--- src/rtl/ak4619_cal_pkg.sv ---
// Shared types and constants for the AK4619 calibration stage.
// Coefficients are held at 16 bits; the datapath slices W/GW bits out of them.
package ak4619_cal_pkg;

  localparam int N_CH          = 8;
  localparam int N_ADC         = 4;
  localparam int CW            = 16;
  localparam int GAIN_FRAC_DEF = 14;

  typedef enum logic [1:0] {IDLE, ISSUE, DRAIN, PUBLISH} state_t;

  typedef struct packed {
    logic signed [CW-1:0] offset;
    logic signed [CW-1:0] gain;
  } coef_t;

  function automatic logic signed [CW-1:0] unity(input int frac);
    return CW'(1 << frac);
  endfunction

  localparam logic signed [CW-1:0] GAIN_ONE = unity(GAIN_FRAC_DEF);

endpackage

--- src/rtl/ak4619_cal_if.sv ---
// Sample, result and coefficient-write signals between the codec side and the calibration stage.
// master drives samples/coefficients, slave (the calibration block) drives results.
interface ak4619_cal_if #(
  parameter int W = 16
);
  logic                sample_clk;
  logic signed [W-1:0] adc_raw0, adc_raw1, adc_raw2, adc_raw3;
  logic signed [W-1:0] dac_in0, dac_in1, dac_in2, dac_in3;
  logic signed [W-1:0] cal_out0, cal_out1, cal_out2, cal_out3;
  logic signed [W-1:0] dac_out0, dac_out1, dac_out2, dac_out3;
  logic                out_valid;
  logic [7:0]          sat_mask;
  logic                busy;
  logic                overrun;
  logic                coef_we;
  logic [2:0]          coef_addr;
  logic                coef_sel;
  logic [15:0]         coef_wdata;

  modport master (
    output sample_clk, adc_raw0, adc_raw1, adc_raw2, adc_raw3,
           dac_in0, dac_in1, dac_in2, dac_in3,
           coef_we, coef_addr, coef_sel, coef_wdata,
    input  cal_out0, cal_out1, cal_out2, cal_out3,
           dac_out0, dac_out1, dac_out2, dac_out3,
           out_valid, sat_mask, busy, overrun
  );

  modport slave (
    input  sample_clk, adc_raw0, adc_raw1, adc_raw2, adc_raw3,
           dac_in0, dac_in1, dac_in2, dac_in3,
           coef_we, coef_addr, coef_sel, coef_wdata,
    output cal_out0, cal_out1, cal_out2, cal_out3,
           dac_out0, dac_out1, dac_out2, dac_out3,
           out_valid, sat_mask, busy, overrun
  );

endinterface

--- src/rtl/ak4619_cal_datapath.sv ---
// Shared offset/gain/saturate pipeline, one channel per cycle, 3 cycles latency.
// No backpressure: every issued channel emerges three cycles later with its index.
module ak4619_cal_datapath
  import ak4619_cal_pkg::*;
#(
  parameter int W         = 16,
  parameter int GW        = 16,
  parameter int GAIN_FRAC = GAIN_FRAC_DEF
) (
  input  logic                clk,
  input  logic                rst,
  input  logic                issue_vld,
  input  logic [2:0]          issue_idx,
  input  logic signed [W-1:0] x,
  input  coef_t               coef,
  output logic                res_vld,
  output logic [2:0]          res_idx,
  output logic signed [W-1:0] res_dat,
  output logic                res_sat
);

  localparam int SW = W + 1;
  localparam int PW = W + 1 + GW;
  localparam logic signed [PW-1:0] YMAX = PW'((2 ** (W - 1)) - 1);
  localparam logic signed [PW-1:0] YMIN = ~YMAX;

  logic                 s1_vld, s2_vld;
  logic [2:0]           s1_idx, s2_idx;
  logic signed [SW-1:0] s1_sum;
  logic signed [GW-1:0] s1_gain;
  logic signed [PW-1:0] s2_prod;
  logic signed [W-1:0]  off;
  logic signed [PW-1:0] shr;

  assign off = coef.offset[W-1:0];
  // Arithmetic shift of a signed product rounds toward minus infinity.
  assign shr = s2_prod >>> GAIN_FRAC;

  always_ff @(posedge clk) begin
    if (rst) begin
      s1_vld  <= 1'b0;
      s2_vld  <= 1'b0;
      res_vld <= 1'b0;
      s1_idx  <= '0;
      s2_idx  <= '0;
      res_idx <= '0;
      s1_sum  <= '0;
      s1_gain <= '0;
      s2_prod <= '0;
      res_dat <= '0;
      res_sat <= 1'b0;
    end else begin
      s1_vld  <= issue_vld;
      s1_idx  <= issue_idx;
      s1_sum  <= $signed({x[W-1], x}) + $signed({off[W-1], off});
      s1_gain <= coef.gain[GW-1:0];

      s2_vld  <= s1_vld;
      s2_idx  <= s1_idx;
      s2_prod <= $signed({{(PW-SW){s1_sum[SW-1]}}, s1_sum})
               * $signed({{(PW-GW){s1_gain[GW-1]}}, s1_gain});

      res_vld <= s2_vld;
      res_idx <= s2_idx;
      if (shr > YMAX) begin
        res_dat <= YMAX[W-1:0];
        res_sat <= 1'b1;
      end else if (shr < YMIN) begin
        res_dat <= YMIN[W-1:0];
        res_sat <= 1'b1;
      end else begin
        res_dat <= shr[W-1:0];
        res_sat <= 1'b0;
      end
    end
  end

endmodule

--- src/rtl/ak4619_cal.sv ---
// Per-channel offset/gain calibration of 4 ADC + 4 DAC samples, frame published 13 clks after the lrck fall.
// No handshake: edges arriving mid-frame are dropped and flagged in sticky overrun.
module ak4619_cal
  import ak4619_cal_pkg::*;
#(
  parameter int W         = 16,
  parameter int GW        = 16,
  parameter int GAIN_FRAC = GAIN_FRAC_DEF
) (
  input logic         clk,
  input logic         rst,
  ak4619_cal_if.slave bus
);

  localparam coef_t COEF_RST = '{offset: '0, gain: unity(GAIN_FRAC)};

  coef_t               coefs [N_CH];
  coef_t               snap  [N_CH];
  logic signed [W-1:0] xs    [N_CH];
  logic signed [W-1:0] res   [N_CH];
  logic [N_CH-1:0]     res_sat;
  state_t              state;
  logic [2:0]          idx;
  logic [1:0]          dcnt;
  logic                sclk_q;
  logic                frame_edge;
  logic                dp_vld, dp_sat;
  logic [2:0]          dp_idx;
  logic signed [W-1:0] dp_dat;

  assign frame_edge = sclk_q & ~bus.sample_clk;

  ak4619_cal_datapath #(.W(W), .GW(GW), .GAIN_FRAC(GAIN_FRAC)) u_dp (
    .clk       (clk),
    .rst       (rst),
    .issue_vld (state == ISSUE),
    .issue_idx (idx),
    .x         (xs[idx]),
    .coef      (snap[idx]),
    .res_vld   (dp_vld),
    .res_idx   (dp_idx),
    .res_dat   (dp_dat),
    .res_sat   (dp_sat)
  );

  always_ff @(posedge clk) begin
    if (rst) begin
      for (int i = 0; i < N_CH; i++) coefs[i] <= COEF_RST;
    end else if (bus.coef_we) begin
      if (bus.coef_sel) coefs[bus.coef_addr].gain <= bus.coef_wdata;
      else              coefs[bus.coef_addr].offset <= CW'($signed(bus.coef_wdata[W-1:0]));
    end
  end

  always_ff @(posedge clk) begin
    if (rst) begin
      for (int i = 0; i < N_CH; i++) res[i] <= '0;
      res_sat <= '0;
    end else if (dp_vld) begin
      res[dp_idx]     <= dp_dat;
      res_sat[dp_idx] <= dp_sat;
    end
  end

  always_ff @(posedge clk) begin
    if (rst) begin
      state    <= IDLE;
      sclk_q   <= 1'b0;
      idx      <= '0;
      dcnt     <= '0;
      for (int i = 0; i < N_CH; i++) begin
        xs[i]   <= '0;
        snap[i] <= COEF_RST;
      end
      bus.busy      <= 1'b0;
      bus.overrun   <= 1'b0;
      bus.out_valid <= 1'b0;
      bus.sat_mask  <= '0;
      bus.cal_out0  <= '0;
      bus.cal_out1  <= '0;
      bus.cal_out2  <= '0;
      bus.cal_out3  <= '0;
      bus.dac_out0  <= '0;
      bus.dac_out1  <= '0;
      bus.dac_out2  <= '0;
      bus.dac_out3  <= '0;
    end else begin
      sclk_q        <= bus.sample_clk;
      bus.out_valid <= 1'b0;
      if (frame_edge && state != IDLE) bus.overrun <= 1'b1;
      case (state)
        IDLE: begin
          if (frame_edge) begin
            xs[0]       <= bus.adc_raw0;
            xs[1]       <= bus.adc_raw1;
            xs[2]       <= bus.adc_raw2;
            xs[3]       <= bus.adc_raw3;
            xs[N_ADC]   <= bus.dac_in0;
            xs[N_ADC+1] <= bus.dac_in1;
            xs[N_ADC+2] <= bus.dac_in2;
            xs[N_ADC+3] <= bus.dac_in3;
            snap        <= coefs;
            idx         <= '0;
            bus.busy    <= 1'b1;
            state       <= ISSUE;
          end
        end
        ISSUE: begin
          idx <= idx + 3'd1;
          if (idx == 3'(N_CH - 1)) begin
            dcnt  <= '0;
            state <= DRAIN;
          end
        end
        DRAIN: begin
          // Three cycles let the last channel clear all pipeline stages.
          dcnt <= dcnt + 2'd1;
          if (dcnt == 2'd2) state <= PUBLISH;
        end
        PUBLISH: begin
          bus.cal_out0  <= res[0];
          bus.cal_out1  <= res[1];
          bus.cal_out2  <= res[2];
          bus.cal_out3  <= res[3];
          bus.dac_out0  <= res[N_ADC];
          bus.dac_out1  <= res[N_ADC+1];
          bus.dac_out2  <= res[N_ADC+2];
          bus.dac_out3  <= res[N_ADC+3];
          bus.sat_mask  <= res_sat;
          bus.out_valid <= 1'b1;
          bus.busy      <= 1'b0;
          state         <= IDLE;
        end
        default: state <= IDLE;
      endcase
    end
  end

endmodule
--- src/flat_wrapper.sv ---
// flat-port wrapper written by rule: the top's interface ports become plain ports
module ak4619_cal_flat import ak4619_cal_pkg::*;
#(
  parameter int W         = 16,
  parameter int GW        = 16,
  parameter int GAIN_FRAC = GAIN_FRAC_DEF
)
  (clk, rst, bus_sample_clk, bus_adc_raw0, bus_adc_raw1, bus_adc_raw2, bus_adc_raw3, bus_dac_in0, bus_dac_in1, bus_dac_in2, bus_dac_in3, bus_coef_we, bus_coef_addr, bus_coef_sel, bus_coef_wdata, bus_cal_out0, bus_cal_out1, bus_cal_out2, bus_cal_out3, bus_dac_out0, bus_dac_out1, bus_dac_out2, bus_dac_out3, bus_out_valid, bus_sat_mask, bus_busy, bus_overrun);
  ak4619_cal_if #(.W(W)) bus_i ();
  input logic clk;
  input logic rst;
  input wire logic [$bits(bus_i.sample_clk)-1:0] bus_sample_clk;
  input wire logic [$bits(bus_i.adc_raw0)-1:0] bus_adc_raw0;
  input wire logic [$bits(bus_i.adc_raw1)-1:0] bus_adc_raw1;
  input wire logic [$bits(bus_i.adc_raw2)-1:0] bus_adc_raw2;
  input wire logic [$bits(bus_i.adc_raw3)-1:0] bus_adc_raw3;
  input wire logic [$bits(bus_i.dac_in0)-1:0] bus_dac_in0;
  input wire logic [$bits(bus_i.dac_in1)-1:0] bus_dac_in1;
  input wire logic [$bits(bus_i.dac_in2)-1:0] bus_dac_in2;
  input wire logic [$bits(bus_i.dac_in3)-1:0] bus_dac_in3;
  input wire logic [$bits(bus_i.coef_we)-1:0] bus_coef_we;
  input wire logic [$bits(bus_i.coef_addr)-1:0] bus_coef_addr;
  input wire logic [$bits(bus_i.coef_sel)-1:0] bus_coef_sel;
  input wire logic [$bits(bus_i.coef_wdata)-1:0] bus_coef_wdata;
  output wire logic [$bits(bus_i.cal_out0)-1:0] bus_cal_out0;
  output wire logic [$bits(bus_i.cal_out1)-1:0] bus_cal_out1;
  output wire logic [$bits(bus_i.cal_out2)-1:0] bus_cal_out2;
  output wire logic [$bits(bus_i.cal_out3)-1:0] bus_cal_out3;
  output wire logic [$bits(bus_i.dac_out0)-1:0] bus_dac_out0;
  output wire logic [$bits(bus_i.dac_out1)-1:0] bus_dac_out1;
  output wire logic [$bits(bus_i.dac_out2)-1:0] bus_dac_out2;
  output wire logic [$bits(bus_i.dac_out3)-1:0] bus_dac_out3;
  output wire logic [$bits(bus_i.out_valid)-1:0] bus_out_valid;
  output wire logic [$bits(bus_i.sat_mask)-1:0] bus_sat_mask;
  output wire logic [$bits(bus_i.busy)-1:0] bus_busy;
  output wire logic [$bits(bus_i.overrun)-1:0] bus_overrun;
  assign bus_i.sample_clk = bus_sample_clk;
  assign bus_i.adc_raw0 = bus_adc_raw0;
  assign bus_i.adc_raw1 = bus_adc_raw1;
  assign bus_i.adc_raw2 = bus_adc_raw2;
  assign bus_i.adc_raw3 = bus_adc_raw3;
  assign bus_i.dac_in0 = bus_dac_in0;
  assign bus_i.dac_in1 = bus_dac_in1;
  assign bus_i.dac_in2 = bus_dac_in2;
  assign bus_i.dac_in3 = bus_dac_in3;
  assign bus_i.coef_we = bus_coef_we;
  assign bus_i.coef_addr = bus_coef_addr;
  assign bus_i.coef_sel = bus_coef_sel;
  assign bus_i.coef_wdata = bus_coef_wdata;
  assign bus_cal_out0 = bus_i.cal_out0;
  assign bus_cal_out1 = bus_i.cal_out1;
  assign bus_cal_out2 = bus_i.cal_out2;
  assign bus_cal_out3 = bus_i.cal_out3;
  assign bus_dac_out0 = bus_i.dac_out0;
  assign bus_dac_out1 = bus_i.dac_out1;
  assign bus_dac_out2 = bus_i.dac_out2;
  assign bus_dac_out3 = bus_i.dac_out3;
  assign bus_out_valid = bus_i.out_valid;
  assign bus_sat_mask = bus_i.sat_mask;
  assign bus_busy = bus_i.busy;
  assign bus_overrun = bus_i.overrun;
  ak4619_cal #(.W(W), .GW(GW), .GAIN_FRAC(GAIN_FRAC)) u_core (.clk(clk), .rst(rst), .bus(bus_i));
endmodule
--- config.mk ---
export PLATFORM = sky130hd
export DESIGN_NAME = ak4619_cal_flat
export DESIGN_NICKNAME = d
export VERILOG_FILES = /design/src/rtl/ak4619_cal_pkg.sv /design/src/rtl/ak4619_cal_if.sv /design/src/rtl/ak4619_cal_datapath.sv /design/src/rtl/ak4619_cal.sv /design/src/flat_wrapper.sv
export SDC_FILE = /design/constraint.sdc
export NUM_CORES = 2
export LEC_CHECK = 0
export CAP_MARGIN = 40
export CORE_AREA = 2 2 286 401
export DETAILED_ROUTE_END_ITERATION = 10
export DIE_AREA = 0 0 288 403
export MAX_ROUTING_LAYER = met4
export PLACE_DENSITY = 0.6
export SLEW_MARGIN = 0
export SYNTH_ARGS = -nofsm -noshare
export SYNTH_HDL_FRONTEND = slang
export SYNTH_SLANG_ARGS = --single-unit
--- constraint.sdc ---
create_clock -name clk -period 6.85 [get_ports clk]
set_clock_uncertainty 0.15 [all_clocks]
set_input_delay 1.37 -clock clk [delete_from_list [all_inputs] [get_ports clk]]
set_output_delay 1.37 -clock clk [all_outputs]
set_load 0.01 [all_outputs]
==> key figures <==
Outcome
  • Status: finished, final reports clean

Yosys
  • Yosys warns: 0
  • Syn_area_per_cell: 10.8 µm²
  • Post-synth EDFFs: 256
  • Synth Instances: 4332
  • Cell Area, Synth: roughly 0.047 mm²
  • Yosys cell types: 55
  • Most used flip-flop cell after synthesis: dfxtp_1
  • Syn Nets: 4865
  • Async SR Flop Fraction: 0
  • Flops & latches, synth: 1007
  • Sequential cell area fraction in the yosys report: 0.484

Floorplan
  • Starting Density: 0.417
  • Die area: 0.116 mm²
  • Die X: 288 µm
  • Num ports: 291
  • Height of the chip: 403 µm
  • # rows: 146
  • Core area: 0.113 mm²

CTS
  • H-tree Lvls: 3
  • Sink Count: 1007
  • Post-CTS Resized: 0
  • Root Driver: clkbuf_16
  • Hold_buf cts: 0
  • Worst skew pair latency: 0.71 ns
  • Postcts setup bufs: 0
  • TritonCTS clock tree: done
  • Clock transition at the registers of the reported paths: about 0.07 ns
  • CTS buffer count: 98
  • Longest Clk Path Bufs: 3

Layout
  • Fin cells: just over 6000
  • Area grow syn2layout: 17.7%
  • Most common cell after layout, fill and taps aside: dfxtp_1
  • Most frequent cells in the layout: dfxtp_1 (741), nand2_1 (671), and2_1 (355), inv_1 (319), clkdlybuf4s50_1 (289)
  • Share of cells above drive strength 1: 0.0939
  • Nets: 5061

Worst setup path
  • Crit end category: flop
  • Critical setup path kind: reg2reg
  • CP Cell Sequence: nand2_1 > fa_1 > inv_1 > fa_1 > inv_1 > fa_1 > inv_1 > fa_1 > fa_1 > inv_1 > fa_1 > inv_1 > ha_1 > a21o_1 > a21o_1 > a211oi_1 > o31a_2 > o21ai_4 > a211oi_4 > nor3_2 > or3_4 > a211oi_2 > nor3_1
  • Worst setup SP type: flop
  • R2r startpoint: u_core.u_dp.s1_sum[5]$_SDFF_PP0_
  • Critical Path AT: 6.87 ns
  • CP Max Fanout: 16
  • Reg-to-reg slack, setup: around 0.37 ns
  • CP max-delay cell: dfxtp_1
  • Worst EP required: 7.24 ns
  • Crit path largest cell delay: roughly 0.7 ns
  • Most frequent CP cell: fa_1
  • Worst R2R End: u_core.u_dp.s2_prod[31]$_SDFF_PP0_
  • Reg2reg path depth: 23

Drt
  • Number of remaining DRC errors: 0
  • Pre-Repair DR Iteration Count: 5
  • DRT iter0 DRCs: 2228
  • Vias per cell: 5.13
  • Via count: 31300
  • DR WL/cell: 20.2 µm
  • Final wirelength: 123000 µm
  • Routed Antenna Nets: 0

Power and ir drop
  • Pleak: 0.0216 µW
  • Flop pwr share: 0.491
  • Clock power frac: 0.426
  • Maximum vdd drop: 0.000205 V
  • Int Pwr: 9920 µW
  • Sw Ratio: 0.246
  • Logic pwr share: 0.084
  • Switching Power: 3240 µW
  • PD cells: approximately 240 mW/mm²

Timing
  • Final max-slew violation count: 0
  • Relative slew slack: 0.235
  • Worst slew pin tran: 1.15 ns
  • Period Utilization, post-route: 0.946
  • Sum of negative setup slack: 0 ns
  • RSZ-0062 raised after global routing: false
  • Min Tclk post-route: 6.48 ns
  • Highest Clock Rate: 154 MHz
  • Final Hold Fails: 0
  • Final setup fails: 0

Placed design
  • Dpl hpwl: roughly 86000 µm
  • Placed insts: 5908
  • Routability cong.: 0.850
  • Input/output buffers: 290

Global route
  • Grt total ovfl: 0
  • Number of global-route vias before repair: 31500
  • First-pass GRT wire length: around 190000 µm
  • Largest net degree at the start of global routing: 205
  • GR Util All Layers: 0.217
  • Initial antenna violation count: 6

Worst hold path
  • Min-Delay Endpoint: u_core.snap[138]$_SDFFE_PP0P_
  • Worst hold stages: 1
  • Min-Delay Path Class: reg2reg
  • Hold Crit Start: u_core.coefs[138]$_SDFFE_PP0P_

Job
  • Max-Cap Viols: 0
==> through the flow <==
| stage | utilization | power (µW) | worst slack (ns) | hold slack, ns | area, µm² |
|---|---|---|---|---|---|
| 5_1_grt | 0.491 | 13600 | 0.0286 | 0.292 | 55300 |
| 2_1_floorplan | - | 7190 | 0.638 | 0.264 | 46900 |
| 3_3_place_gp | 0.455 | 7660 | 0.321 | 0.269 | 51200 |
| 6_report | 0.491 | 13200 | 0.369 | 0.269 | 55300 |
| 3_5_place_dp | 0.461 | 7700 | 0.245 | 0.271 | 51900 |
| 4_1_cts | 0.491 | 13300 | 0.300 | 0.255 | 55200 |
==> synthesized netlist by cell type, drive strengths merged, types with 2 or more instances <==
cell type	instances	area (µm²)
nand2	671	2520
and3	5	31.3
a211oi	3	40.0
xnor2	25	219
nor2b	56	350
clkbuf	264	991
a21oi	275	1380
a31oi	5	31.3
fa	276	5530
xor2	11	96.3
mux2	30	338
a31o	4	35.0
edfxtp	256	7690
a21o	13	97.6
mux2i	155	1550
nand2b	13	81.3
nand3b	8	60.1
o22a	8	70.1
o21a	16	120
nor3	22	115
or3	6	42.5
a32oi	2	17.5
dfxtp	751	15000
nand4	7	43.8
and2	355	2220
a22o	248	2170
o211ai	2	15.0
or2	5	31.3
inv	319	1200
nor4b	4	35.0
o21bai	6	45.0
mux4	96	2160
nor2	234	878
nand3	13	65.1
buf	28	108
ha	105	1310
o21ai	24	131
==> worst max-delay path by stage <==
stage / start / to / slack [ns] / cells after the start
6_report: u_core.u_dp.s1_sum[5]$_SDFF_PP0_ / u_core.u_dp.s2_prod[31]$_SDFF_PP0_ / 0.37 / 23
5_1_grt: u_core.u_dp.s1_sum[4]$_SDFF_PP0_ / u_core.u_dp.s2_prod[31]$_SDFF_PP0_ / 0.03 / 23
4_1_cts: u_core.u_dp.s1_gain[4]$_SDFF_PP0_ / u_core.u_dp.s2_prod[31]$_SDFF_PP0_ / 0.30 / 22
3_5_place_dp: u_core.u_dp.s1_gain[4]$_SDFF_PP0_ / u_core.u_dp.s2_prod[31]$_SDFF_PP0_ / 0.24 / 22
3_3_place_gp: u_core.u_dp.s1_gain[4]$_SDFF_PP0_ / u_core.u_dp.s2_prod[31]$_SDFF_PP0_ / 0.32 / 22
2_1_floorplan: u_core.u_dp.s1_gain[8]$_SDFF_PP0_ / u_core.u_dp.s2_prod[31]$_SDFF_PP0_ / 0.64 / 24
==> area by class of cell <==
cell class / instances / area, µm²
fill: 10400 / 57300
sequential: 1007 / 22700
antenna: 5 / 12.5
clock buffer: 131 / 2730
tap: 1480 / 1850
multi-input combinational: 2713 / 22000
clock inverter: 52 / 636
timing repair buffer: 388 / 4030
inverter: 320 / 1200
==> cell families (layout without fill, tap and decap cells) <==
family / count (synthesis) / count (layout) / share of synthesized area
and+or+nand+nor: 1403 / 1403 / 0.139
xor gates and xnor gates: 36 / 36 / 0.00672
other: 0 / 5 / 0
adders and majority gates: 381 / 381 / 0.146
buffers and inverters: 612 / 891 / 0.0490
muxes: 281 / 281 / 0.0863
AOI/OAI and AO/OA: 612 / 612 / 0.0898
DFF: 1007 / 1007 / 0.484
==> state kept, by name (all words and copies together), names as in the netlist, 17 cells and up, named ones only <==
signal and flops:
u_core.coefs 256, u_core.snap 256, u_core.res 128, u_core.xs 128, u_core.u_dp.s2_prod 19, u_core.u_dp.s1_sum 17
==> critical path, delay by kind of cell, from the launching register on <==
family / cells / cell delay [ns]
buf+inv: 5 / 0.30
fa+ha+maj: 7 / 3.03
compound gates: 7 / 1.40
flops: 1 / 0.71
simple gates: 4 / 0.74
==> layer usage <==
| metal | part of all wire | track usage |
|---|---|---|
| met5 | 0 | - |
| met4 | 0.021 | 0.0612 |
| met3 | 0.038 | 0.0222 |
| met2 | 0.53 | 0.391 |
| met1 | 0.41 | 0.256 |
==> power by group through the flow <==
stage | combinational (µW) | sequential (µW) | clock, µW
2_1_floorplan | 702 | 6490 | 0
3_3_place_gp | 1070 | 6590 | 0
3_5_place_dp | 1110 | 6590 | 0
4_1_cts | 1120 | 6460 | 5710
5_1_grt | 1200 | 6470 | 5940
6_report | 1100 | 6460 | 5600
(Power assumes the default switching activity.)
